### src/rtl/muldiv_ctrl.sv
// muldiv_ctrl: sequencer between the CPU pipeline and the shared iterative
// multiplier / divider. It accepts one MULT or DIV at a time, latches the
// operands, pulses the selected unit's start, and counts that unit's fixed
// latency (the units have no done flag). It then captures the result into
// the architectural HI/LO registers. Divide-by-zero is trapped before the
// divider is started. A flush aborts the in-flight op and resets both units.
//
// Build option: define MULDIV_MTHILO_EN to enable MTHI (op_code 2) and
// MTLO (op_code 3) writes to HI/LO. When it is undefined, op_code 2/3 are
// accepted and discarded.
module muldiv_ctrl #(
  parameter int DIV_LATENCY  = 37,
  parameter int MULT_LATENCY = 34,
  parameter int CNT_W        = 6
) (
  input  logic        clk,
  input  logic        reset,
  input  logic        op_valid,
  input  logic [1:0]  op_code,
  input  logic [31:0] op_a,
  input  logic [31:0] op_b,
  input  logic        flush,
  output logic        op_ready,
  output logic        stall,
  output logic [31:0] unit_a,
  output logic [31:0] unit_b,
  output logic        mult_start,
  output logic        div_start,
  output logic        unit_reset,
  input  logic [31:0] mult_hi,
  input  logic [31:0] mult_lo,
  input  logic [31:0] div_hi,
  input  logic [31:0] div_lo,
  output logic [31:0] hi,
  output logic [31:0] lo,
  output logic        div0
);

  typedef enum logic [1:0] {
    S_IDLE    = 2'd0,
    S_START   = 2'd1,
    S_WAIT    = 2'd2,
    S_CAPTURE = 2'd3
  } state_t;

  localparam logic [1:0] OP_MULT = 2'd0;
  localparam logic [1:0] OP_DIV  = 2'd1;
`ifdef MULDIV_MTHILO_EN
  localparam logic [1:0] OP_MTHI = 2'd2;
  localparam logic [1:0] OP_MTLO = 2'd3;
`endif

  // The counter starts at 0 on the first WAIT cycle, so WAIT ends at LATENCY-1.
  localparam logic [CNT_W-1:0] DIV_LAST  = CNT_W'(DIV_LATENCY - 1);
  localparam logic [CNT_W-1:0] MULT_LAST = CNT_W'(MULT_LATENCY - 1);

  state_t           state_q, state_d;
  logic             sel_div_q;
  logic [CNT_W-1:0] cnt_q;
  logic             abort_q;
  logic             div0_q;

  logic accept;
  logic start_op;
  logic div_zero;
  logic abort;
  logic cnt_done;
  logic capture;

  // A flush in IDLE blocks acceptance; while busy, a flush aborts the op.
  assign accept   = op_valid & op_ready & ~flush;
  assign start_op = accept & ((op_code == OP_MULT) ||
                              ((op_code == OP_DIV) && (op_b != 32'd0)));
  assign div_zero = accept & (op_code == OP_DIV) & (op_b == 32'd0);
  assign abort    = flush & (state_q != S_IDLE);
  assign cnt_done = sel_div_q ? (cnt_q == DIV_LAST) : (cnt_q == MULT_LAST);
  // A flush on the capture edge wins: HI/LO are not written.
  assign capture  = (state_q == S_CAPTURE) & ~flush;

  // State register.
  always_ff @(posedge clk) begin
    // NOTE: non-blocking assignments in clocked blocks, so every register
    // samples the values from before the edge regardless of statement order.
    if (!reset) state_q <= S_IDLE;
    else        state_q <= state_d;
  end

  // Next-state logic and handshake/pulse outputs.
  always_comb begin
    // NOTE: every output of this block gets a default first, so no path
    // through the case statement can leave one unassigned and infer a latch.
    state_d    = state_q;
    op_ready   = (state_q == S_IDLE);
    stall      = (op_valid & ~op_ready) | (state_q != S_IDLE);
    mult_start = (state_q == S_START) & ~sel_div_q;
    div_start  = (state_q == S_START) &  sel_div_q;
    unit_reset = ~reset | abort_q;

    case (state_q)
      S_IDLE:    if (start_op) state_d = S_START;
      S_START:   state_d = S_WAIT;
      S_WAIT:    if (cnt_done) state_d = S_CAPTURE;
      S_CAPTURE: state_d = S_IDLE;
      default:   state_d = S_IDLE;
    endcase

    if (abort) state_d = S_IDLE;
  end

  // Operand latch, unit select, latency counter, HI/LO and one-cycle pulses.
  always_ff @(posedge clk) begin
    if (!reset) begin
      unit_a    <= '0;
      unit_b    <= '0;
      sel_div_q <= 1'b0;
      cnt_q     <= '0;
      hi        <= '0;
      lo        <= '0;
      div0_q    <= 1'b0;
      abort_q   <= 1'b0;
    end else begin
      div0_q  <= div_zero;
      abort_q <= abort;

      // Operands stay frozen from accept until the return to IDLE.
      if (accept) begin
        unit_a <= op_a;
        unit_b <= op_b;
      end

      if (start_op) sel_div_q <= (op_code == OP_DIV);

      if (state_q == S_START)     cnt_q <= '0;
      else if (state_q == S_WAIT) cnt_q <= cnt_q + CNT_W'(1);

      if (capture) begin
        hi <= sel_div_q ? div_hi : mult_hi;
        lo <= sel_div_q ? div_lo : mult_lo;
      end

`ifdef MULDIV_MTHILO_EN
      // Moves to HI/LO complete on the accept edge with no FSM excursion.
      if (accept && (op_code == OP_MTHI)) hi <= op_a;
      if (accept && (op_code == OP_MTLO)) lo <= op_a;
`endif
    end
  end

  assign div0 = div0_q;

endmodule
### config.mk
export PLATFORM = sky130hd
export DESIGN_NAME = muldiv_ctrl
export DESIGN_NICKNAME = d
export VERILOG_FILES = /design/src/rtl/muldiv_ctrl.sv
export SDC_FILE = /design/constraint.sdc
export NUM_CORES = 1
export LEC_CHECK = 0
export ABC_AREA = 1
export CAP_MARGIN = 20
export CORE_MARGIN = 2
export CORE_UTILIZATION = 33
export DETAILED_ROUTE_END_ITERATION = 10
export GPL_TIMING_DRIVEN = 0
export HOLD_SLACK_MARGIN = 0.06
export MAX_ROUTING_LAYER = met4
export PLACE_DENSITY = 0.72
export SYNTH_ARGS = -nofsm -noshare
export SYNTH_HDL_FRONTEND = slang
export SYNTH_SLANG_ARGS = --single-unit
### constraint.sdc
create_clock -name clk -period 2.05 [get_ports clk]
set_input_delay 0.5125 -clock clk [delete_from_list [all_inputs] [get_ports clk]]
set_output_delay 0.5125 -clock clk [all_outputs]
set_load 0.005 [all_outputs]
=== Word level (Yosys, flattened, before mapping) ===
Cells that the tools add are included.

* Bitwise logic cells: 16
* Reduce and logical (&&, ||, !) cells: 10
* $add $sub $neg: 1
* Equal/unequal tests: 8
* Mux-type cells: 6

{| class="wikitable"
|+ Operator list
! cell !! number
|-
| $mux W32 || 2
|-
| $logic_not A32 Y1 || 1
|-
| $reduce_bool A32 Y1 || 1
|-
| $eq A6 B6 Y1 const B || 2
|-
| $and A1 B1 Y1 || 10
|-
| $pmux W2 S4 || 1
|-
| $add A6 B1 Y6 const B || 1
|-
| $eq A2 B1 Y1 const B || 2
|-
| $eq A2 B2 Y1 const B || 2
|-
| $logic_not A2 Y1 || 2
|-
| $mux W2 || 2
|-
| $not A1 Y1 || 4
|-
| $reduce_or A2 Y1 || 2
|-
| $ne A2 B1 Y1 const B || 1
|-
| $ne A2 B2 Y1 const B || 1
|-
| $or A1 B1 Y1 || 2
|-
| $reduce_and A2 Y1 || 1
|-
| $reduce_bool A2 Y1 || 1
|-
| $logic_and A1 B1 Y1 || 1
|-
| $logic_or A1 B1 Y1 || 1
|-
| $mux W1 || 1
|}

* Register bits: 139
* Input port bits: 198
* Logic and storage cells: 50
* Output and inout port bits: 134

=== Depth between registers and ports, before layout ===
* Depth in word-level cells: 6
* Mapped depth: 11
* Gate-level depth less buffers: 11

=== Worst setup path after synthesis ===
Ideal clock, no wire load.

* Path kind: register -> register
* Start: reg state_q[0]
* End: reg state_q[1]
* Path buffers: 0
* Slack: 0.386 ns
* Cell stages (with the launch flop): 12
* Arrival: 1.549 ns
* Required time: 1.935 ns
* Clock period less this slack: 1.664 ns
* Library setup time: 0.115 ns
* Path through: dfxtp_1 > inv_1 > ha_1 > nand2_1 > nor2_4 > inv_2 > or2_1 > o21bai_4 > nand2_2 > nand3_1 > nand2_1 > nor2_1

* Word-level cells in the longest chain between the ends: 6
* Elaborated cells on any way between the ends: 14
* Those cells by class: 5 x eq/ne; 1 x mux; 4 x bitwise; 4 x reduce/logical

{| class="wikitable"
|+ RTL lines
! what !! line !! text
|-
| from (decl) || 57 || <nowiki>state_t state_q, state_d;</nowiki>
|-
| from (signal assigned) || 85 || <nowiki>else state_q <= state_d;</nowiki>
|-
| $logic_not A2 Y1 (*) || 93 || <nowiki>op_ready = (state_q == S_IDLE);</nowiki>
|-
| via op_ready || 23 || <nowiki>output logic op_ready,</nowiki>
|-
| $and A1 B1 Y1 (2 in series) || 71 || <nowiki>assign accept = op_valid & op_ready & ~flush;</nowiki>
|-
| $and A1 B1 Y1 || 72 || <nowiki>assign start_op = accept & ((op_code == OP_MULT) ||</nowiki>
|-
| $ne A2 B1 Y1 (no source line) || -- ||
|-
| $reduce_and A2 Y1 (no source line) || -- ||
|}

The timed path passes the listed nets; every way through them passes the cells marked *.
A chain may end at the register's enable or synchronous reset.

=== Worst setup path after layout ===
* Start: reg state_q[1]
* End: out mult_start

* Word-level cells in the longest chain between the ends: 2

{| class="wikitable"
|+ RTL lines
! what !! line !! text
|-
| $eq A2 B1 Y1 || 95 || <nowiki>mult_start = (state_q == S_START) & ~sel_div_q;</nowiki>
|-
| $and A1 B1 Y1 || 95 ||
|-
| to (decl) || 27 || <nowiki>output logic mult_start,</nowiki>
|}

Every way passes these cells.

==> impl_metrics.yaml <==
timing:
  skew_ns: 0.00953
  period_needed_ns: 1.96
  report.final.slew_viol_count: 0
  period_share_pct: 95.5
  setup_violations: 0
  slew_headroom_pct: 51.7
  max_slew.worst_pin.slew_ns: 0.725
  setup_slack_ns: 0.0928
  rsz0062_at_grt: "no"
  hold_violations: 0
  max_freq_mhz: 511
final_layout:
  drive_above_1_share_pct: 4.52
  nNetsFinal: 1298
  syn_to_final_growth_pct: 76.2
  finalInstanceArea_um2: 9720
  num_antenna_cells: 0
die:
  io_pins: 332
  die_h_um: 133
  num_rows: 47
  fp.dieW_um: 133
  die_area_um2: 17800
  core_um2: 16500
  initial_utilization_pct: 33.5
yosys:
  syn-num-nets: 947
  yosys.area.top_type: "dfxtp_1"
  synth_flop_cell: "dfxtp_1"
  post-synth-top-count-cell: "nor2_1"
  synth-seq-cells: 139
  synthTopCellsByArea: "dfxtp_1 (50%), nor2_1 (10%), nand2_1 (9.9%)"
  ys_seq_area_share_pct: 50.5
  yosys.area.top_type_share_pct: 50.5
  async_reset_ff_share_pct: 0
  synth.avg_cell_area_um2: 7.42
  netlist_instances: 743
  yosysWarnings: 0
  synth_area_um2: 5510
  synth.cells.most_frequent: "nor2_1 (148), nand2_1 (146), dfxtp_1 (139)"
  synth_cell_types: 25
  synth_edf_count: 0
grt:
  grt_pass1_wl_um: 32200
  track_usage_pct: 23.7
  antenna_found_initial: 0
  grt_pass1_vias: 6184
  grt_max_degree: 17
  overflow: 0
drt:
  vias: 6293
  drt_pass1_iterations: 5
  drc: 0
  wire_per_inst_um: 15.5
  via_per_inst: 4.74
  wirelength_um: 20600
  antenna_left: 0
  drt_iter0_drc: 311
power_and_ir_drop:
  total_power_mw: 8.31
  p_leak_nw: 3.83
  ir_worst_vdd_mv: 0.576
  p_per_area_nw_per_um2: 855
setup_path:
  worstSetupPathType: "reg -> out"
  critPathLaunchType: "register"
  crit_required_ns: 1.54
  worstPathArrival_ns: 1.44
  cp-end-kind: "output port"
  worstPathMaxFanout: 4
clock_network:
  cts.sinks: 139
  cts_tree: "built"
  htreeDepth: 4
  cts.root.buffer_cell: "clkbuf_16"
  clk_path_buf_depth: 2
  ctsHoldBuffers: 0
  cts_made_buffers: 17
  clk_pin_slew_ns: 0.06
  insertion_delay_ns: 0.41
placement:
  place.gp.congestion: 0.854
  dp_slack_ns: -0.335
  portBuffers: 330
  dp_hpwl_um: 16100
  place_area_um2: 9090
worst_hold_path:
  hp-class: "in -> reg"
outcome:
  outcome: "completed"
job:
  drv_cap: 0
[critical path, cell delays in order, from the launching register on]
cell and delay, ns:
dfxtp_2 0.35, inv_1 0.08, ha_1 0.19, inv_1 0.08, nor2_1 0.04, dlygate4sd2_1 0.28
[final timing paths]
path	from	to	slack [ns]	cells after the start
worst max-delay path	state_q[1]	mult_start	0.09	5
worst min-delay path	reset	lo[0]	0.43	3
worst max register to register	state_q[0]	state_q[1]	0.23	11
worst min register to register	unit_a[24]	unit_a[24]	0.50	2
[report_power, final]
part	switching (mW)	internal, mW
registers	0.167	3.00
logic	0.911	1.10
clock network	1.21	1.92
total	2.28	6.03
[flip-flops by register name, summed over array words and instances, names as in the netlist, 2 cells and up]
signal,flops
cnt_q,6
unit_b,32
lo,32
state_q,2
unit_a,32
hi,32
[cells by family (layout without fill, tap and decap cells)]
| family | count (synthesis) | count (layout) | share of synthesized area (%) |
|---|---|---|---|
| DFF | 139 | 139 | 50.5 |
| and+or+nand+nor | 314 | 314 | 22.3 |
| adders and majority gates | 6 | 6 | 1.36 |
| buffers and inverters | 76 | 440 | 5.29 |
| AOI/OAI and AO/OA | 208 | 208 | 20.6 |
[cell usage in the layout, fill, tap and decap left out, types with 2 or more instances in the layout]
cell / synthesis / routed
a31oi_1: 64 / 64
clkinv_4: 0 / 3
inv_2: 2 / 2
nor3_1: 4 / 4
buf_1: 3 / 3
nor3b_1: 4 / 4
o21ai_1: 73 / 73
nand2_1: 146 / 146
buf_4: 0 / 3
nand3_1: 5 / 5
a21oi_1: 11 / 11
dfxtp_2: 0 / 3
clkinvlp_4: 0 / 4
inv_1: 18 / 18
nor2_1: 148 / 148
dfxtp_1: 139 / 136
clkdlybuf4s50_1: 0 / 325
clkbuf_1: 48 / 47
o21ai_0: 58 / 58
inv_6: 0 / 2
buf_2: 5 / 5
bufinv_16: 0 / 3
dlygate4sd2_1: 0 / 5
ha_1: 6 / 5
clkbuf_16: 0 / 17
[stage by stage]
step	std cells	hold slack, ns	TNS [ns]	utilization (%)
after floorplan	743	0.484	0	-
after global placement	1293	0.478	-9.96	55.2
after detailed placement	1293	0.483	-12.63	55.2
after CTS	1324	0.420	0	58.9
after global routing	1327	0.433	0	59.0
final	1327	0.429	0	59.0
[final cells by class]
type,instances,area (um^2)
Tap cell,220,275
Timing Repair Buffer,333,3320
Clock inverter,13,169
Fill cell,1510,6750
Sequential cell,139,2790
Buffer,55,218
Inverter,20,75.1
Clock buffer,19,433
Multi-Input combinational cell,528,2440
[layer usage]
metal,track usage (%),vias up,share of wire (%)
met5,-,-,0
met4,10.3,0,3.5
met3,6.81,46,7.8
met2,39.1,264,48
met1,26.9,2796,41
li1,-,3187,-
[what timing repair did]
| item | 4_1_cts | 5_1_grt |
|---|---|---|
| pin swaps | 0 | 1 |
| setup buffers | 0 | 3 |
| endpoints found under the setup margin | 5 | 9 |
| gates resized for setup | 11 | 2 |
Note: power is estimated with default switching activity, not from simulation.
